===== src/rtl/rv32i_pipe_pkg.sv =====
// Shared types and constants for the RV32I pipeline control blocks.
package rv32i_pipe_pkg;

  localparam int unsigned XLEN_D   = 32;
  localparam int unsigned REG_AW_D = 5;

  localparam logic [1:0] FWD_REGFILE = 2'b00;
  localparam logic [1:0] FWD_EXMEM   = 2'b10;
  localparam logic [1:0] FWD_MEMWB   = 2'b01;

  // Per-stage shadow of the destination/source information travelling with an instruction.
  typedef struct packed {
    logic                valid;
    logic [REG_AW_D-1:0] rd;
    logic [REG_AW_D-1:0] rs1;
    logic [REG_AW_D-1:0] rs2;
    logic                use_rs1;
    logic                use_rs2;
    logic                reg_write;
    logic                mem_read;
  } stage_rec_t;

endpackage


===== src/rtl/rv32i_fwd_mux.sv =====
// Operand forwarding for one EX source: producer selection plus the 3:1 data mux.
module rv32i_fwd_mux
  import rv32i_pipe_pkg::*;
#(
  parameter int unsigned XLEN   = XLEN_D,
  parameter int unsigned REG_AW = REG_AW_D
) (
  input  logic              ex_valid,
  input  logic              use_rs,
  input  logic [REG_AW-1:0] rs,
  input  logic              mem_valid,
  input  logic              mem_reg_write,
  input  logic              mem_mem_read,
  input  logic [REG_AW-1:0] mem_rd,
  input  logic              wb_valid,
  input  logic              wb_reg_write,
  input  logic [REG_AW-1:0] wb_rd,
  input  logic [XLEN-1:0]   regfile_data,
  input  logic [XLEN-1:0]   exmem_data,
  input  logic [XLEN-1:0]   memwb_data,
  output logic [1:0]        sel_c,
  output logic [XLEN-1:0]   op_c
);

  logic mem_hit;
  logic wb_hit;

  // A load in MEM has no data yet, so only ALU producers forward from EX/MEM.
  assign mem_hit = mem_valid && mem_reg_write && !mem_mem_read &&
                   (mem_rd != '0) && (mem_rd == rs);
  assign wb_hit  = wb_valid && wb_reg_write && (wb_rd != '0) && (wb_rd == rs);

  always_comb begin
    sel_c = FWD_REGFILE;
    if (ex_valid && use_rs) begin
      if (mem_hit) begin
        sel_c = FWD_EXMEM;
      end else if (wb_hit) begin
        sel_c = FWD_MEMWB;
      end
    end
  end

  always_comb begin
    op_c = regfile_data;
    case (sel_c)
      FWD_EXMEM: op_c = exmem_data;
      FWD_MEMWB: op_c = memwb_data;
      default:   op_c = regfile_data;
    endcase
  end

endmodule


===== src/rtl/rv32i_hazard_ctrl.sv =====
// Hazard, forwarding and stall control for the 5-stage RV32I pipeline,
// with saturating stall/flush performance counters.
module rv32i_hazard_ctrl
  import rv32i_pipe_pkg::*;
#(
  parameter int unsigned XLEN         = XLEN_D,
  parameter int unsigned REG_AW       = REG_AW_D,
  parameter int unsigned LOAD_LATENCY = 1,
  parameter int unsigned PERF_W       = 32
) (
  input  logic              clk,
  input  logic              reset,
  input  logic              id_valid,
  input  logic [REG_AW-1:0] id_rs1,
  input  logic [REG_AW-1:0] id_rs2,
  input  logic              id_use_rs1,
  input  logic              id_use_rs2,
  input  logic [REG_AW-1:0] id_rd,
  input  logic              id_reg_write,
  input  logic              id_mem_read,
  input  logic              ex_branch_taken,
  input  logic [XLEN-1:0]   ex_rs1_data,
  input  logic [XLEN-1:0]   ex_rs2_data,
  input  logic [XLEN-1:0]   exmem_alu_result,
  input  logic [XLEN-1:0]   wb_data,
  output logic              pc_write,
  output logic              if_id_write,
  output logic              id_ex_bubble,
  output logic              if_id_flush,
  output logic              mem_stall,
  output logic [1:0]        fwd_a_sel,
  output logic [1:0]        fwd_b_sel,
  output logic [XLEN-1:0]   ex_op_a,
  output logic [XLEN-1:0]   ex_op_b,
  output logic [PERF_W-1:0] stall_cycles,
  output logic [PERF_W-1:0] flush_count
);

  localparam int unsigned WAIT_W = 3;

  stage_rec_t        ex_q;
  stage_rec_t        mem_q;
  stage_rec_t        wb_q;
  stage_rec_t        id_rec;
  logic [WAIT_W-1:0] wait_cnt;
  logic              load_use;
  logic              unused_rec;

  // ID record as it would enter EX; a bubble enters as an invalid slot.
  always_comb begin
    id_rec           = '0;
    id_rec.valid     = id_valid && !id_ex_bubble;
    id_rec.rd        = REG_AW_D'(id_rd);
    id_rec.rs1       = REG_AW_D'(id_rs1);
    id_rec.rs2       = REG_AW_D'(id_rs2);
    id_rec.use_rs1   = id_use_rs1;
    id_rec.use_rs2   = id_use_rs2;
    id_rec.reg_write = id_reg_write;
    id_rec.mem_read  = id_mem_read;
  end

  assign mem_stall = mem_q.valid && mem_q.mem_read &&
                     (wait_cnt != WAIT_W'(LOAD_LATENCY - 1));

  assign load_use = ex_q.valid && ex_q.mem_read && (ex_q.rd != '0) && id_valid &&
                    ((id_use_rs1 && (REG_AW_D'(id_rs1) == ex_q.rd)) ||
                     (id_use_rs2 && (REG_AW_D'(id_rs2) == ex_q.rd)));

  // Enable/flush priority: memory freeze, then taken branch, then load-use.
  always_comb begin
    pc_write     = 1'b1;
    if_id_write  = 1'b1;
    id_ex_bubble = 1'b0;
    if_id_flush  = 1'b0;
    if (mem_stall) begin
      pc_write    = 1'b0;
      if_id_write = 1'b0;
    end else if (ex_branch_taken) begin
      if_id_flush  = 1'b1;
      id_ex_bubble = 1'b1;
    end else if (load_use) begin
      pc_write     = 1'b0;
      if_id_write  = 1'b0;
      id_ex_bubble = 1'b1;
    end
  end

  always_ff @(posedge clk or negedge reset) begin
    if (!reset) begin
      ex_q  <= '0;
      mem_q <= '0;
      wb_q  <= '0;
    end else if (!mem_stall) begin
      ex_q  <= id_rec;
      mem_q <= ex_q;
      wb_q  <= mem_q;
    end
  end

  always_ff @(posedge clk or negedge reset) begin
    if (!reset) begin
      wait_cnt <= '0;
    end else if (mem_stall) begin
      wait_cnt <= wait_cnt + WAIT_W'(1);
    end else begin
      wait_cnt <= '0;
    end
  end

  always_ff @(posedge clk or negedge reset) begin
    if (!reset) begin
      stall_cycles <= '0;
      flush_count  <= '0;
    end else begin
      if (!pc_write && (stall_cycles != '1)) begin
        stall_cycles <= stall_cycles + PERF_W'(1);
      end
      if (if_id_flush && (flush_count != '1)) begin
        flush_count <= flush_count + PERF_W'(1);
      end
    end
  end

  rv32i_fwd_mux #(
    .XLEN   (XLEN),
    .REG_AW (REG_AW)
  ) u_fwd_a (
    .ex_valid      (ex_q.valid),
    .use_rs        (ex_q.use_rs1),
    .rs            (REG_AW'(ex_q.rs1)),
    .mem_valid     (mem_q.valid),
    .mem_reg_write (mem_q.reg_write),
    .mem_mem_read  (mem_q.mem_read),
    .mem_rd        (REG_AW'(mem_q.rd)),
    .wb_valid      (wb_q.valid),
    .wb_reg_write  (wb_q.reg_write),
    .wb_rd         (REG_AW'(wb_q.rd)),
    .regfile_data  (ex_rs1_data),
    .exmem_data    (exmem_alu_result),
    .memwb_data    (wb_data),
    .sel_c         (fwd_a_sel),
    .op_c          (ex_op_a)
  );

  rv32i_fwd_mux #(
    .XLEN   (XLEN),
    .REG_AW (REG_AW)
  ) u_fwd_b (
    .ex_valid      (ex_q.valid),
    .use_rs        (ex_q.use_rs2),
    .rs            (REG_AW'(ex_q.rs2)),
    .mem_valid     (mem_q.valid),
    .mem_reg_write (mem_q.reg_write),
    .mem_mem_read  (mem_q.mem_read),
    .mem_rd        (REG_AW'(mem_q.rd)),
    .wb_valid      (wb_q.valid),
    .wb_reg_write  (wb_q.reg_write),
    .wb_rd         (REG_AW'(wb_q.rd)),
    .regfile_data  (ex_rs2_data),
    .exmem_data    (exmem_alu_result),
    .memwb_data    (wb_data),
    .sel_c         (fwd_b_sel),
    .op_c          (ex_op_b)
  );

  // Record fields carried for pipeline visibility but not consumed by this stage logic.
  assign unused_rec = ^{ex_q.reg_write, mem_q.rs1, mem_q.rs2, mem_q.use_rs1, mem_q.use_rs2,
                        wb_q.rs1, wb_q.rs2, wb_q.use_rs1, wb_q.use_rs2, wb_q.mem_read};

endmodule


===== config.mk =====
export PLATFORM = sky130hd
export DESIGN_NAME = rv32i_hazard_ctrl
export DESIGN_NICKNAME = d
export VERILOG_FILES = /design/src/rtl/rv32i_pipe_pkg.sv /design/src/rtl/rv32i_fwd_mux.sv /design/src/rtl/rv32i_hazard_ctrl.sv
export SDC_FILE = /design/constraint.sdc
export NUM_CORES = 1
export LEC_CHECK = 0
export ABC_AREA = 1
export CORE_MARGIN = 2
export CORE_UTILIZATION = 49
export CTS_CLUSTER_SIZE = 28
export DETAILED_ROUTE_END_ITERATION = 8
export PLACE_DENSITY = 0.95
export SLEW_MARGIN = 10
export SYNTH_ARGS = -nofsm -noshare
export SYNTH_HDL_FRONTEND = slang
export SYNTH_HIERARCHICAL = 1
export SYNTH_SLANG_ARGS = --single-unit

===== constraint.sdc =====
create_clock -name clk -period 4.45 [get_ports clk]
set_input_delay 0.6675 -clock clk [delete_from_list [all_inputs] [get_ports clk]]
set_output_delay 0.6675 -clock clk [all_outputs]
set_load 0.005 [all_outputs]

==> flow_metrics.py, run 1 <==
metrics = {
    "routing": {
        "drt_iter0_drc": 878,
        "num_vias": 9651,
        "wl_met3_mm": 2.986,
        "vias_per_cell": 5.446,
        "drc": 0,
        "wl_met2_mm": 14.34,
        "wl_per_cell_um": 16.61,
        "wl_met1_mm": 10.41,
        "dr.pass1.iters": 6,
        "drtAntennaViolNets": 0,
        "highest_layer": "met5",
        "wl_mm": 29.44,
    },
    "floorplan": {
        "rows": 46,
        "pin_count": 288,
        "coreArea_um2": 15770,
        "start_util_pct": 49.80,
        "die_w_um": 130.6,
        "dieArea_um2": 17060,
        "die_height_um": 130.6,
    },
    "setup_path": {
        "worst-path-max-fanout": 32,
        "reg2reg_depth": 11,
        "endpoint_kind": "output port",
        "required_ps": 3780,
        "setup.worst_path.start_class": "register",
        "crit_type": "register to output port",
        "critPathArrivalTime_ps": 3520,
    },
    "global_route": {
        "grt_max_degree": 80,
        "grt_pass1_wl_mm": 44.79,
        "grt_util_all_layers_pct": 33.68,
        "overflow": 0,
        "antenna_found_initial": 5,
        "grt_pass1_vias": 8847,
    },
    "placement": {
        "port-buffer-count": 287,
        "dp_hpwl_mm": 22.28,
        "place_congestion": 0.9536,
        "post-place-ws_ps": 807.1,
    },
    "cts": {
        "cts_tree": "yes",
        "cts_resized": 0,
        "h-tree-depth": 3,
        "cts_buffers": 9,
        "postCtsHoldBufs": 0,
        "cts.path.max_buffers": 2,
        "clkTransAtPathRegs_ps": 80,
        "clkLatencyLatePin_ps": 350,
        "cts_num_sinks": 102,
        "post_cts_buffers": 0,
        "root_buffer": "clkbuf_16",
    },
    "sta": {
        "rsz0062_at_grt": "false",
        "min_period_ps": 4186,
        "timing.hold.ws_ps": 469.5,
        "fin_skew_ps": 11.06,
        "hold_viol": 0,
        "setup_slack_ps": 263.7,
        "tightest_slew_ps": 1011,
        "fmax_mhz": 238.9,
        "fin_crit_sh_pct": 94.07,
        "finalSetupViolCount": 0,
        "tns_ps": 0,
        "slew_viol_final": 0,
        "relSlewSlack_pct": 32.59,
    },
    "min_path": {
        "min-delay-path-class": "register to register",
        "hold_path_depth": 1,
    },
    "final_layout": {
        "multi_input_area_um2": 4473,
        "seq_area_um2": 2552,
        "final_cell_mix": "478 x nand2_1, 286 x clkdlybuf4s50_1, 164 x nor2_1",
        "fill_cells": 1298,
        "layout_commonest_cell": "nand2_1",
        "drive_above_1_share_pct": 5.670,
        "fin_nets": 1706,
        "synthToLayoutAreaGrowth_pct": 42.03,
    },
    "synthesis": {
        "synth_area_um2": 7854,
        "ys_warn_count": 6,
        "syn_nets": 1438,
        "avgSynthCellArea_um2": 6.141,
        "ys_types": 32,
        "seq_area_frac_synth_pct": 32.50,
        "ys_seq_elements": 102,
        "synthCells": 1279,
    },
    "power": {
        "power.leakage_nw": 5.094,
        "ir_drop_v": 0.0002132,
        "swShare_pct": 29.87,
        "p_comb_share_pct": 23.9,
        "power_density_nw_per_um2": 215.8,
        "p_total_w": 0.002407,
        "clockPowerShare_pct": 32.5,
        "p_int_w": 0.001688,
        "p_seq_share_pct": 43.6,
        "p_switching_w": 0.0007190,
    },
    "run": {
        "cap_viol_max_count": 0,
    },
    "run_status": {
        "outcome": "finished, final reports clean",
    },
}
worst paths after layout:
kind / startpoint / endpoint / slack [ps]
setup / recovery: mem_q[14]$_DFFE_PN0N_ / ex_op_a[14] / 260
hold / removal: wait_cnt[0]$_DFF_PN0_ / wait_cnt[0]$_DFF_PN0_ / 470
setup reg to reg: wait_cnt[0]$_DFF_PN0_ / stall_cycles[16]$_DFFE_PN0P_ / 2090
hold reg to reg: wait_cnt[0]$_DFF_PN0_ / wait_cnt[0]$_DFF_PN0_ / 470
max in group asynchronous: reset / wait_cnt[1]$_DFF_PN0_ / 3060
min in group asynchronous: reset / flush_count[11]$_DFFE_PN0P_ / 490
layout make-up:
type / instances / area share [%]
timing repair buffer: 304 / 26.88
tap: 216 / 2.423
sequential: 102 / 22.88
inverter: 145 / 4.902
clock inverter: 7 / 0.7067
clock buffer: 9 / 2.019
multi-input combinational: 985 / 40.10
antenna: 4 / 0.08974
cell usage after synthesis (all sizes together):
cell | number | area [µm²]
o21ai | 38 | 216.5
clkbuf | 7 | 26.28
and3 | 1 | 6.260
nand3b | 7 | 52.55
nand3 | 65 | 340.3
inv | 145 | 546.8
o21bai | 1 | 7.510
nand2 | 484 | 1837
xnor2 | 11 | 96.34
buf | 40 | 257.7
a21oi | 129 | 645.6
nor3 | 20 | 116.4
xor2 | 23 | 201.4
nor4 | 1 | 6.260
ha | 8 | 100.1
dfrtp | 102 | 2552
nor2 | 178 | 725.7
or2 | 2 | 12.51
nand4 | 17 | 106.4
per-stage QoR:
| step | instance area [µm²] | cells | util [%] |
|---|---|---|---|
| 2_1_floorplan | 7854 | 1279 | - |
| 3_3_place_gp | 10840 | 1752 | 68.74 |
| 3_5_place_dp | 10840 | 1752 | 68.74 |
| 4_1_cts | 11140 | 1768 | 70.67 |
| 5_1_grt | 11150 | 1771 | 70.72 |
| 6_report | 11150 | 1772 | 70.73 |
kinds of logic (layout without fill, tap and decap cells):
group / after synthesis / in the layout / synth area share (%)
compound gates: 168 / 168 / 11.07
flops: 102 / 102 / 32.50
simple gates: 775 / 775 / 40.78
xor+xnor: 34 / 34 / 3.792
buf+inv: 192 / 465 / 10.58
other cells: 0 / 4 / 0
fa+ha+maj: 8 / 8 / 1.275
routing by layer:
| layer | track usage, % | up-vias |
|---|---|---|
| met3 | 9.039 | 120 |
| met5 | 0 | - |
| met2 | 57.72 | 562 |
| met4 | 18.90 | 4 |
| li1 | - | 4535 |
| met1 | 38.13 | 4430 |
power groups by stage:
| stage | clock network, W | registers [W] | logic (W) |
|---|---|---|---|
| finish | 0.000781 | 0.00105 | 0.000576 |
| detailed placement | 0 | 0.00106 | 0.000564 |
| global route | 0.000834 | 0.00106 | 0.000622 |
| floorplan | 0 | 0.00105 | 0.000211 |
| global placement | 0 | 0.00106 | 0.000546 |
| CTS | 0.000796 | 0.00105 | 0.000569 |
registers in the layout, indices dropped and copies added, names as in the netlist:
signal	count
flush_count	32
stall_cycles	32
ex_q	20
mem_q	8
wb_q	7
wait_cnt	3
critical path, stage by stage, from the launching register on:
cell and delay (ps):
dfrtp_1 500, nor2_1 150, nand4_1 110, nand2_1 170, nor2_2 70, nor2_1 180, ha_1 260, buf_4 200
inv_2 470, nor2_1 100, a21oi_1 350, clkdlybuf4s50_1 580
Power figures use the tool's default switching activity.
==> inputs of run 2 (changes only) <==
--- a/config.mk
+++ b/config.mk
@@ -11,6 +11,7 @@
 export CTS_CLUSTER_SIZE = 28
 export DETAILED_ROUTE_END_ITERATION = 8
 export PLACE_DENSITY = 0.95
+export SETUP_SLACK_MARGIN = 0.05
 export SLEW_MARGIN = 10
 export SYNTH_ARGS = -nofsm -noshare
 export SYNTH_HDL_FRONTEND = slang
==> results of run 2 <==
Final layout, timing and power as in run 1 (identical DEF).
==> inputs of run 3 (changes only) <==
--- a/config.mk
+++ b/config.mk
@@ -10,6 +10,7 @@
 export CORE_UTILIZATION = 49
 export CTS_CLUSTER_SIZE = 28
 export DETAILED_ROUTE_END_ITERATION = 8
+export HOLD_SLACK_MARGIN = 0.05
 export PLACE_DENSITY = 0.95
 export SETUP_SLACK_MARGIN = 0.05
 export SLEW_MARGIN = 10
==> constraint.sdc (replaced) <==
create_clock -name clk -period 4.45 [get_ports clk]
set_input_delay 0.89 -clock clk [delete_from_list [all_inputs] [get_ports clk]]
set_output_delay 0.89 -clock clk [all_outputs]
set_load 0.005 [all_outputs]
==> flow_metrics.py, run 3 (synthesis results as in run 1) <==
metrics = {
    "power": {
        "p_comb_share_pct": 23.4,
        "p_switching_w": 0.0007072,
        "ir_drop_v": 0.0002036,
        "power.leakage_nw": 5.068,
        "swShare_pct": 28.96,
        "p_int_w": 0.001734,
        "p_seq_share_pct": 42.9,
        "power_density_nw_per_um2": 219.5,
        "clockPowerShare_pct": 33.7,
    },
    "routing": {
        "wl_mm": 30.01,
        "num_vias": 9605,
        "drtAntennaViolNets": 0,
        "drt_iter0_drc": 855,
        "vias_per_cell": 5.442,
        "drc": 0,
        "dr.pass1.iters": 8,
        "wl_per_cell_um": 17.00,
    },
    "final_layout": {
        "seq_area_um2": 2552,
        "synthToLayoutAreaGrowth_pct": 41.66,
        "drive_above_1_share_pct": 5.304,
        "top_regs": "flush_count (32), stall_cycles (32), ex_q (20)",
        "fill_cells": 1287,
        "multi_input_area_um2": 4473,
        "final_cell_mix": "478 x nand2_1, 286 x clkdlybuf4s50_1, 164 x nor2_1",
        "fin_nets": 1700,
        "layout_commonest_cell": "nand2_1",
    },
    "global_route": {
        "grt_max_degree": 70,
        "grt_pass1_vias": 8727,
        "grt_pass1_wl_mm": 44.99,
        "overflow": 0,
        "grt_util_all_layers_pct": 33.98,
        "antenna_found_initial": 3,
    },
    "setup_path": {
        "timing.rr.start": "wait_cnt[0]$_DFF_PN0_",
        "r2r_setup_slack_ps": 1830,
        "cp_common_cell": "nand2_1",
        "setup.worst_path.start_class": "register",
        "worst-path-max-fanout": 32,
        "critPathMaxStageDelay_ps": 590,
        "crit_type": "register to output port",
        "r2r-end": "stall_cycles[0]$_DFFE_PN0P_",
        "critPathArrivalTime_ps": 3220,
        "crit_chain": "inv_1 -> nand2_1 -> nand2_1 -> nor2_1 -> nand2_1 -> nor2_2 -> nand2_1 -> ha_1 -> clkinv_2 -> nor2_1 -> a21oi_1 -> clkdlybuf4s50_1",
        "reg2reg_depth": 12,
        "required_ps": 3560,
        "cp_num_buf_inv": 3,
        "endpoint_kind": "output port",
        "path_delay_family": "buffers and inverters",
        "crit_slowest_cell": "clkdlybuf4s50_1",
    },
    "sta": {
        "tns_ps": 0,
        "relSlewSlack_pct": 42.94,
        "rsz0062_at_grt": "false",
        "min_period_ps": 4106,
        "setup_slack_ps": 343.9,
        "tightest_slew_ps": 855.8,
        "finalSetupViolCount": 0,
        "fmax_mhz": 243.5,
        "hold_viol": 0,
        "timing.hold.ws_ps": 469.0,
        "slew_viol_final": 0,
        "fin_crit_sh_pct": 92.27,
        "fin_skew_ps": 9.489,
    },
    "cts": {
        "cts_buffers": 9,
        "clkTransAtPathRegs_ps": 70,
        "root_buffer": "clkbuf_16",
        "cts.path.max_buffers": 2,
        "cts_num_sinks": 102,
        "cts_tree": "yes",
        "clkLatencyLatePin_ps": 350,
        "post_cts_buffers": 0,
        "h-tree-depth": 3,
    },
    "floorplan": {
        "start_util_pct": 49.80,
        "die_height_um": 130.6,
        "coreArea_um2": 15770,
        "rows": 46,
        "pin_count": 288,
        "dieArea_um2": 17060,
        "die_w_um": 130.6,
    },
    "placement": {
        "place_congestion": 0.9512,
        "dp_hpwl_mm": 22.55,
        "port-buffer-count": 287,
        "post-place-ws_ps": 752.8,
    },
    "min_path": {
        "min-delay-path-class": "register to register",
        "holdPathEnd": "wait_cnt[0]$_DFF_PN0_",
        "worst_hold_startpoint": "wait_cnt[0]$_DFF_PN0_",
        "hold_path_depth": 1,
    },
    "run": {
        "cap_viol_max_count": 0,
    },
    "run_status": {
        "outcome": "finished, final reports clean",
    },
}
run 3: metal layers:
layer	GRT usage, %	share of wire, %	up-vias
met1	39.10	36	4406
met3	8.306	9.6	126
met5	0	0	-
li1	-	-	4523
met4	18.21	5.3	0
met2	58.52	49	550
run 3: timing repair:
item                                    CTS  global route
hold buffers                              0             0
endpoints found under the setup margin    0             3
resized for setup                         0             2
run 3: worst max-delay path by stage:
| stage | start | endpoint | slack (ps) | cells past startpoint |
|---|---|---|---|---|
| after CTS | wb_q[17]$_DFFE_PN0N_ | ex_op_a[14] | 360 | 13 |
| final | mem_q[15]$_DFFE_PN0N_ | ex_op_b[15] | 340 | 12 |
| after global placement | wb_q[17]$_DFFE_PN0N_ | ex_op_a[14] | 790 | 13 |
| after detailed placement | ex_q[10]$_DFFE_PN0N_ | ex_op_a[14] | 750 | 12 |
| after floorplan | id_rs2[3] | pc_write | 1740 | 11 |
| after global routing | mem_q[15]$_DFFE_PN0N_ | ex_op_b[15] | 140 | 12 |
run 3: area by class of cell:
cell class / instances / area share (%)
multi-input combinational: 985 / 40.20
timing repair buffer: 298 / 26.65
sequential: 102 / 22.94
inverter: 145 / 4.937
tap: 216 / 2.429
clock buffer: 9 / 2.024
clock inverter: 7 / 0.7422
antenna: 3 / 0.06748
run 3: stage by stage:
step                      utilization [%]  instances  area [µm²]  power (W)
after floorplan                         -       1279        7854   0.001263
after global placement              68.53       1746       10810   0.001607
after detailed placement            68.53       1746       10810   0.001625
after CTS                           70.49       1762       11120   0.002439
after global routing                70.55       1765       11130   0.002546
final                               70.55       1765       11130   0.002442
run 3: power by group through the flow:
stage | Combinational, W | Clock [W] | Sequential, W
floorplan | 0.000211 | 0 | 0.00105
global placement | 0.000546 | 0 | 0.00106
detailed placement | 0.000561 | 0 | 0.00106
CTS | 0.000566 | 0.000827 | 0.00105
global route | 0.000619 | 0.000869 | 0.00106
finish | 0.000572 | 0.000822 | 0.00105
